--- src/rtl/fetch_pkg.sv ---
// Shared state encoding, response codes and timeout default for the fetch master.
// Defining FETCH_TIMEOUT_EN adds the ERR state used by the watchdog build.
package fetch_pkg;

  localparam int unsigned TIMEOUT_CYCLES_DEF = 1023;

  localparam logic RESP_OKAY  = 1'b0;
  localparam logic RESP_ERROR = 1'b1;

`ifdef FETCH_TIMEOUT_EN
  typedef enum logic [2:0] {
    IDLE = 3'd0,
    ADDR = 3'd1,
    DATA = 3'd2,
    HOLD = 3'd3,
    ERR  = 3'd4
  } state_t;
`else
  typedef enum logic [1:0] {
    IDLE = 2'd0,
    ADDR = 2'd1,
    DATA = 2'd2,
    HOLD = 2'd3
  } state_t;
`endif

  // Counter only ever holds 0 .. limit-1.
  function automatic int unsigned cnt_width(input int unsigned limit);
    return (limit < 2) ? 1 : $clog2(limit);
  endfunction

endpackage

--- src/rtl/fetch_watchdog.sv ---
// Counts consecutive cycles spent in a bus-wait state and flags expiry.
// Only instantiated when FETCH_TIMEOUT_EN is defined.
module fetch_watchdog
  import fetch_pkg::*;
#(
  parameter int unsigned TIMEOUT_CYCLES = TIMEOUT_CYCLES_DEF
) (
  input  logic clk,
  input  logic rst,
  input  logic busy,
  input  logic advance,
  output logic expired
);

  localparam int unsigned CW = cnt_width(TIMEOUT_CYCLES);
  localparam logic [CW-1:0] LAST = CW'(TIMEOUT_CYCLES - 1);

  logic [CW-1:0] cnt;

  always_ff @(posedge clk or negedge rst) begin
    if (!rst) begin
      cnt <= '0;
    end else if (!busy || advance) begin
      cnt <= '0;
    end else if (cnt != LAST) begin
      cnt <= cnt + 1'b1;
    end
  end

  // A handshake in the final allowed cycle wins over expiry.
  assign expired = busy && !advance && (cnt == LAST);

endmodule

--- src/rtl/fetch_master.sv ---
// Single-outstanding instruction fetch master: PC port in, AR/R bus, instruction port out.
// Defining FETCH_TIMEOUT_EN adds a sticky watchdog that parks the block in ERR.
module fetch_master
  import fetch_pkg::*;
#(
  parameter int unsigned TIMEOUT_CYCLES = TIMEOUT_CYCLES_DEF
) (
  input  logic        clk,
  input  logic        rst,
  input  logic [31:0] pc_in,
  input  logic        pc_valid,
  output logic        pc_ready,
  output logic [31:0] araddr,
  output logic        arvalid,
  input  logic        arready,
  input  logic [31:0] rdata,
  input  logic        rresp,
  input  logic        rvalid,
  output logic        rready,
  output logic [31:0] inst,
  output logic [31:0] inst_pc,
  output logic        inst_err,
  output logic        inst_valid,
  input  logic        inst_ready,
  input  logic        flush,
  output logic        fetch_timeout
);

  // state | meaning
  // IDLE  | pc_ready high, waiting for a fetch address
  // ADDR  | arvalid high, waiting for arready
  // DATA  | rready high, waiting for rvalid
  // HOLD  | inst_valid high, waiting for inst_ready or flush
  // ERR   | watchdog expired, everything parked until reset

  if (TIMEOUT_CYCLES < 1) begin : g_bad_timeout
    $error("fetch_master: TIMEOUT_CYCLES must be at least 1");
  end

  state_t      state;
  logic [31:0] pc_q;
  logic        drop_pending;

  assign araddr = pc_q;

`ifdef FETCH_TIMEOUT_EN
  logic wd_busy;
  logic wd_advance;
  logic wd_expired;
  logic timeout_q;

  assign wd_busy    = (state == ADDR) || (state == DATA);
  assign wd_advance = ((state == ADDR) && arready) || ((state == DATA) && rvalid);

  fetch_watchdog #(
    .TIMEOUT_CYCLES(TIMEOUT_CYCLES)
  ) u_watchdog (
    .clk    (clk),
    .rst    (rst),
    .busy   (wd_busy),
    .advance(wd_advance),
    .expired(wd_expired)
  );

  assign fetch_timeout = timeout_q;
`else
  assign fetch_timeout = 1'b0;
`endif

  always_ff @(posedge clk or negedge rst) begin
    if (!rst) begin
      state        <= IDLE;
      pc_q         <= '0;
      inst         <= '0;
      inst_pc      <= '0;
      inst_err     <= 1'b0;
      drop_pending <= 1'b0;
      pc_ready     <= 1'b1;
      arvalid      <= 1'b0;
      rready       <= 1'b0;
      inst_valid   <= 1'b0;
`ifdef FETCH_TIMEOUT_EN
      timeout_q    <= 1'b0;
`endif
    end else begin
`ifdef FETCH_TIMEOUT_EN
      if (wd_expired) begin
        state     <= ERR;
        arvalid   <= 1'b0;
        rready    <= 1'b0;
        timeout_q <= 1'b1;
      end else
`endif
      case (state)
        IDLE: begin
          // flush has nothing to discard here, so a same-cycle request still goes out
          drop_pending <= 1'b0;
          if (pc_valid) begin
            pc_q     <= pc_in;
            pc_ready <= 1'b0;
            arvalid  <= 1'b1;
            state    <= ADDR;
          end
        end
        ADDR: begin
          if (flush) drop_pending <= 1'b1;
          if (arready) begin
            arvalid <= 1'b0;
            rready  <= 1'b1;
            state   <= DATA;
          end
        end
        DATA: begin
          if (rvalid) begin
            rready <= 1'b0;
            if (drop_pending || flush) begin
              drop_pending <= 1'b0;
              pc_ready     <= 1'b1;
              state        <= IDLE;
            end else begin
              inst       <= rdata;
              inst_pc    <= pc_q;
              inst_err   <= (rresp == RESP_ERROR);
              inst_valid <= 1'b1;
              state      <= HOLD;
            end
          end else if (flush) begin
            drop_pending <= 1'b1;
          end
        end
        HOLD: begin
          if (flush || inst_ready) begin
            inst_valid   <= 1'b0;
            drop_pending <= 1'b0;
            pc_ready     <= 1'b1;
            state        <= IDLE;
          end
        end
`ifdef FETCH_TIMEOUT_EN
        ERR: begin
          pc_ready   <= 1'b0;
          arvalid    <= 1'b0;
          rready     <= 1'b0;
          inst_valid <= 1'b0;
        end
`endif
        default: begin
          pc_ready   <= 1'b1;
          arvalid    <= 1'b0;
          rready     <= 1'b0;
          inst_valid <= 1'b0;
          state      <= IDLE;
        end
      endcase
    end
  end

endmodule

--- config.mk ---
export PLATFORM = sky130hd
export DESIGN_NAME = fetch_master
export DESIGN_NICKNAME = d
export VERILOG_FILES = /design/src/rtl/fetch_pkg.sv /design/src/rtl/fetch_watchdog.sv /design/src/rtl/fetch_master.sv
export SDC_FILE = /design/constraint.sdc
export NUM_CORES = 1
export LEC_CHECK = 0
export ABC_CLOCK_PERIOD_IN_PS = 2100
export CAP_MARGIN = 30
export CORE_ASPECT_RATIO = 0.5
export CORE_MARGIN = 2
export CORE_UTILIZATION = 45
export CTS_BUF_LIST = sky130_fd_sc_hd__clkbuf_8
export CTS_CLUSTER_DIAMETER = 30
export CTS_CLUSTER_SIZE = 16
export DETAILED_ROUTE_END_ITERATION = 8
export PLACE_DENSITY_LB_ADDON = 0.12
export SYNTH_ARGS = -nofsm -noshare
export SYNTH_HDL_FRONTEND = slang
export SYNTH_SLANG_ARGS = --single-unit
--- constraint.sdc ---
create_clock -name clk -period 2.1 [get_ports clk]
set_input_delay 0.21 -clock clk [delete_from_list [all_inputs] [get_ports clk]]
set_output_delay 0.21 -clock clk [all_outputs]
set_load 0.01 [all_outputs]
== Word level (Yosys, flattened, before mapping) ==
Index checks and enable logic that the tools add are counted.
Word-level totals
  bits of input ports: 72
  output and inout bits: 102
  register bits after elaboration: 104
  word-level logic and storage cells: 61
Operators by class
  equality and inequality tests: 10
  reduce and logical (&&, ||, !) cells: 15
  mux-type cells: 25
  bitwise operators: 1
Operators with widths (number)
  two-way mux 1 bit: 14
  inequality test 2 bit (second input constant): 6
  two-way mux 2 bit: 5
  AND reduction 3 bit: 3
  case mux 2 bit (4 select lines): 1
  AND reduction 4 bit: 2
  case mux 1 bit (2 select lines): 3
  nonzero test 2 bit: 3
  AND reduction 5 bit: 1
  == test 2 bit (second input constant): 2
  case mux 1 bit (4 select lines): 1
  AND reduction 2 bit: 2
  inequality test 3 bit (second input constant): 1
  case mux 1 bit (3 select lines): 1
  nonzero test 3 bit: 1
  == test 2 x 1 -> 1 bit (second input constant): 1
  zero test 2 bit: 1
  logical OR 1 bit: 2
  inverter 1 bit: 1

== Longest topological paths before layout ==
  depth after elaboration: 4
  mapped depth: 6
  depth with buffers taken out: 6

== Least setup slack after synthesis ==
OpenSTA, ideal clock, no wires.
  path type: reg-to-reg
  start: reg state[0]
  end: reg inst[0]
  library setup time: 125 ps
  buffers on the path: 2
  data required time: 1975 ps
  period minus slack after synthesis: 1679 ps
  cell stages (with the launch flop): 7
  arrival time: 1554 ps
  slack: 421 ps
  cell sequence: dfrtp_1 -> inv_1 -> ha_1 -> and3_4 -> buf_12 -> buf_12 -> mux2_4
On the way
  cells in the longest elaborated chain, start to end: 2
Ends and longest elaborated chain
  start: declaration: line fetch_master.sv:40  | state_t state;
  start signal: assignment: line fetch_master.sv:72  | state <= IDLE;
  start signal: assignment: line fetch_master.sv:102  | state <= ADDR;
  start signal: assignment: line fetch_master.sv:110  | state <= DATA;
  == test 2 bit: line fetch_master.sv:94  | case (state)
  AND reduction 3 bit (no line)
  end signal: assignment: line fetch_master.sv:121  | inst <= rdata;
  end: declaration: line fetch_master.sv:20  | output logic [31:0] inst,
No other way between the ends.
A chain may end at the register's enable or synchronous reset.

== Worst setup path in the final report ==
  start: reg state[0]
  end: reg inst[22]
The elaborated chain is that of the path after synthesis.

==> impl_metrics.tcl <==
set metrics [dict create \
    grt_max_degree 56 \
    synth_adder_area_share 0.0201 \
    numPortBuffers 172 \
    cp-endpoint "inst[22]" \
    start_util 0.462 \
    antenna_cells_inserted 0 \
    layout_worst_path_cycle_share 0.905 \
    power-per-cell-area_nw_per_um2 1530 \
    synth_cells 259 \
    max-clock-path-buffers 2 \
    vdd_drop_max_mv 0.674 \
    totalNegativeSetupSlack_ps 0 \
    tritoncts_num_sinks 104 \
    placedCellCount 564 \
    launching_element_of_the_worst_setup_path "state[0]" \
    cts-buffers-inserted 9 \
    grt_pass1_wl_um 15400 \
    synth_top_cell_by_area "sky130_fd_sc_hd__dfrtp_1" \
    vias_in_the_first_global_route 2882 \
    path_clk_slew_ps 100 \
    fp.dieW_um 143 \
    wire_per_inst_um 16.9 \
    dp.final_hpwl_um 7090 \
    post_synth.cell_area_avg_um2 16.9 \
    drc 0 \
    critical_path.reg2reg.startpoint "state[0]" \
    cp.required_ps 2360 \
    floorplan.io_pins 174 \
    number_of_antenna_violations_at_the_first_check_in_global_routing 0 \
    detailroute.via_count 2787 \
    finish.cell_count_without_fillers 581 \
    dieArea_um2 10600 \
    chipHeight_um 73.6 \
    finalHoldViolCount 0 \
    gp_congestion 0.784 \
    design.core.area_um2 9450 \
    critical_path.endpoint_type "register" \
    maxCapViolCount 0 \
    synth_xor_xnor_area_share 0 \
    fraction_of_final_layout_cells_with_drive_strength_greater_than_1 0.285 \
    grt_setup_unrepaired "false" \
    worst-endpoint-arrival_ps 2160 \
    fin_crit_ps 1900 \
    synth.yosys.seq_area_share 0.596 \
    synth-warning-count 0 \
    path_class "register to register" \
    critPathLaunchType "register" \
    synth.ff_latch_count 104 \
    setup_viol 0 \
    overflow 0 \
    largest_cells_by_area_after_synthesis "sky130_fd_sc_hd__dfrtp_1 (59%), sky130_fd_sc_hd__mux2_4 (17%), sky130_fd_sc_hd__mux2_2 (12%)" \
    ff2ff_path_depth 5 \
    fraction_of_the_mapped_netlist_area_in_compound_gates 0.0307 \
    dr.pass1.iters 4 \
    fillCellCount 683 \
    routed_wirelength_um 9830 \
    area_growth_syn_to_layout_pct 47.5 \
    htree_levels 3 \
    synthesis.area_um2 4370 \
    slew_violations 0 \
    synthDominantCellAreaShare 0.590 \
    mappedNetlistNets 338 \
    core.rowCount 25 \
    drt.antenna.violating_nets 0 \
    via_per_inst 4.80 \
    worst-slew-pin-transition_ps 714 \
    timing.max_slew.rel_slack 0.524 \
    synth_mux_area_frac 0.296 \
    outcome "finished clean" \
    dominant_combinational_cell_family_by_area_after_synthesis "multiplexers" \
    ff2ff_setup_slack_ps 200 \
    yosysUniqueCellTypes 27 \
    grt_usage 0.193 \
    highest_fanout_seen_on_the_critical_path 24 \
    clock.fmax_ghz 0.526 \
    root_buffer "sky130_fd_sc_hd__clkbuf_8" \
    final.setup_skew_ps 15.6 \
    cts_tree "done" \
    synth_simple_gate_area_share 0.0186 \
    clock_insertion_delay_worst_skew_ps 370 \
    r2r-end "inst[22]" \
    drt-initial-drc-count 101 \
    class_of_the_tightest_hold_or_removal_check "input port to asynchronous set/reset pin" \
    final_nets 520 \
    total_leakage_power_nw 2.77 \
]
critical path: stages, from the launching register on:
cell and delay, ps:
sky130_fd_sc_hd__dfrtp_1 460, sky130_fd_sc_hd__inv_1 150, sky130_fd_sc_hd__ha_1 290, sky130_fd_sc_hd__and3_4 320, sky130_fd_sc_hd__buf_12 230, sky130_fd_sc_hd__mux2_4 320
repair_timing:
item	in CTS	in global routing
gates resized for setup	0	0
setup buffers	0	0
endpoints found under the hold margin	52	0
hold buffers	1	0
cells in the mapped netlist:
master,number
sky130_fd_sc_hd__dfrtp_1,103
sky130_fd_sc_hd__mux2_4,50
sky130_fd_sc_hd__mux2_2,47
sky130_fd_sc_hd__a21oi_1,7
sky130_fd_sc_hd__ha_1,7
sky130_fd_sc_hd__buf_12,6
sky130_fd_sc_hd__o21ai_0,5
sky130_fd_sc_hd__a31oi_1,4
sky130_fd_sc_hd__inv_1,4
sky130_fd_sc_hd__nor2_1,4
sky130_fd_sc_hd__buf_2,3
sky130_fd_sc_hd__buf_4,2
sky130_fd_sc_hd__nand2_1,2
sky130_fd_sc_hd__nor2b_1,2
sky130_fd_sc_hd__a2111oi_4,1
sky130_fd_sc_hd__a21boi_0,1
sky130_fd_sc_hd__a21o_1,1
sky130_fd_sc_hd__and3_4,1
sky130_fd_sc_hd__conb_1,1
sky130_fd_sc_hd__dfstp_2,1
sky130_fd_sc_hd__mux2i_1,1
sky130_fd_sc_hd__nand2b_1,1
sky130_fd_sc_hd__nand3_1,1
sky130_fd_sc_hd__nor2_4,1
sky130_fd_sc_hd__nor3_1,1
sky130_fd_sc_hd__nor3b_1,1
sky130_fd_sc_hd__o22ai_1,1
metrics by stage:
stage	cell area, µm²	utilization	power, mW	hold WS [ps]	setup WS, ps
floorplan	4370	-	5.96	-85.6	421
global placement	6210	0.657	8.35	290	256
detailed placement	6210	0.657	8.52	306	188
CTS	6440	0.682	9.97	429	192
global route	6440	0.682	10.4	422	119
finish	6440	0.682	9.86	419	199
final cells by class:
type,count,area [µm²],share of cell area
Inverter,4,15.0,0.00233
Timing Repair Buffer,182,1830,0.285
Multi-Input combinational cell,140,1600,0.248
Sequential cell,104,2600,0.404
Clock inverter,7,98.8,0.0153
Clock buffer,9,124,0.0192
Tap cell,135,169,0.0262
power by group:
group          switching [mW]  leakage, nW  internal [mW]
clock                   0.728        0.111          0.683
sequential              0.657         1.25           3.02
combinational            1.68         1.41           3.09
cells in the final DEF, fill, tap and decap left out, types with 4 or more instances in the layout:
master                            netlist  routed
sky130_fd_sc_hd__nor2_1                 4       4
sky130_fd_sc_hd__o21ai_0                5       5
sky130_fd_sc_hd__mux2_4                50      50
sky130_fd_sc_hd__inv_1                  4       4
sky130_fd_sc_hd__dfrtp_1              103     103
sky130_fd_sc_hd__buf_4                  2       7
sky130_fd_sc_hd__ha_1                   7       7
sky130_fd_sc_hd__clkbuf_8               0       9
sky130_fd_sc_hd__a31oi_1                4       4
sky130_fd_sc_hd__a21oi_1                7       7
sky130_fd_sc_hd__clkdlybuf4s50_1        0     171
sky130_fd_sc_hd__mux2_2                47      47
routing by layer:
| layer | vias to the layer above | global-route usage | part of all wire |
|---|---|---|---|
| met5 | - | 0 | 0 |
| met4 | 0 | 0.0752 | 0.022 |
| met3 | 19 | 0.0528 | 0.058 |
| met2 | 101 | 0.323 | 0.49 |
| met1 | 1388 | 0.244 | 0.43 |
| li1 | 1279 | - | - |
cell families (layout without fill, tap and decap cells):
family | after synthesis | after routing
flops | 104 | 104
fa+ha+maj | 7 | 7
mux | 98 | 98
compound gates | 20 | 20
buf+inv | 15 | 202
other cells | 1 | 1
simple gates | 14 | 14
flip-flops by register name, indices dropped and copies added (netlist names):
name and flops:
araddr 32, rready 1, pc_ready 1, state 2
drop_pending 1, inst_pc 32, arvalid 1, inst 32
inst_valid 1, inst_err 1
how the worst min path moves through the flow:
stage                   start          to  slack [ps]
global route         pc_in[4]   araddr[4]         420
CTS                 pc_in[23]  araddr[23]         430
global placement          rst      rready         290
floorplan                 rst   araddr[0]         -90
detailed placement        rst      rready         310
finish                    rst      rready         420
Power figures use the tool's default switching activity.
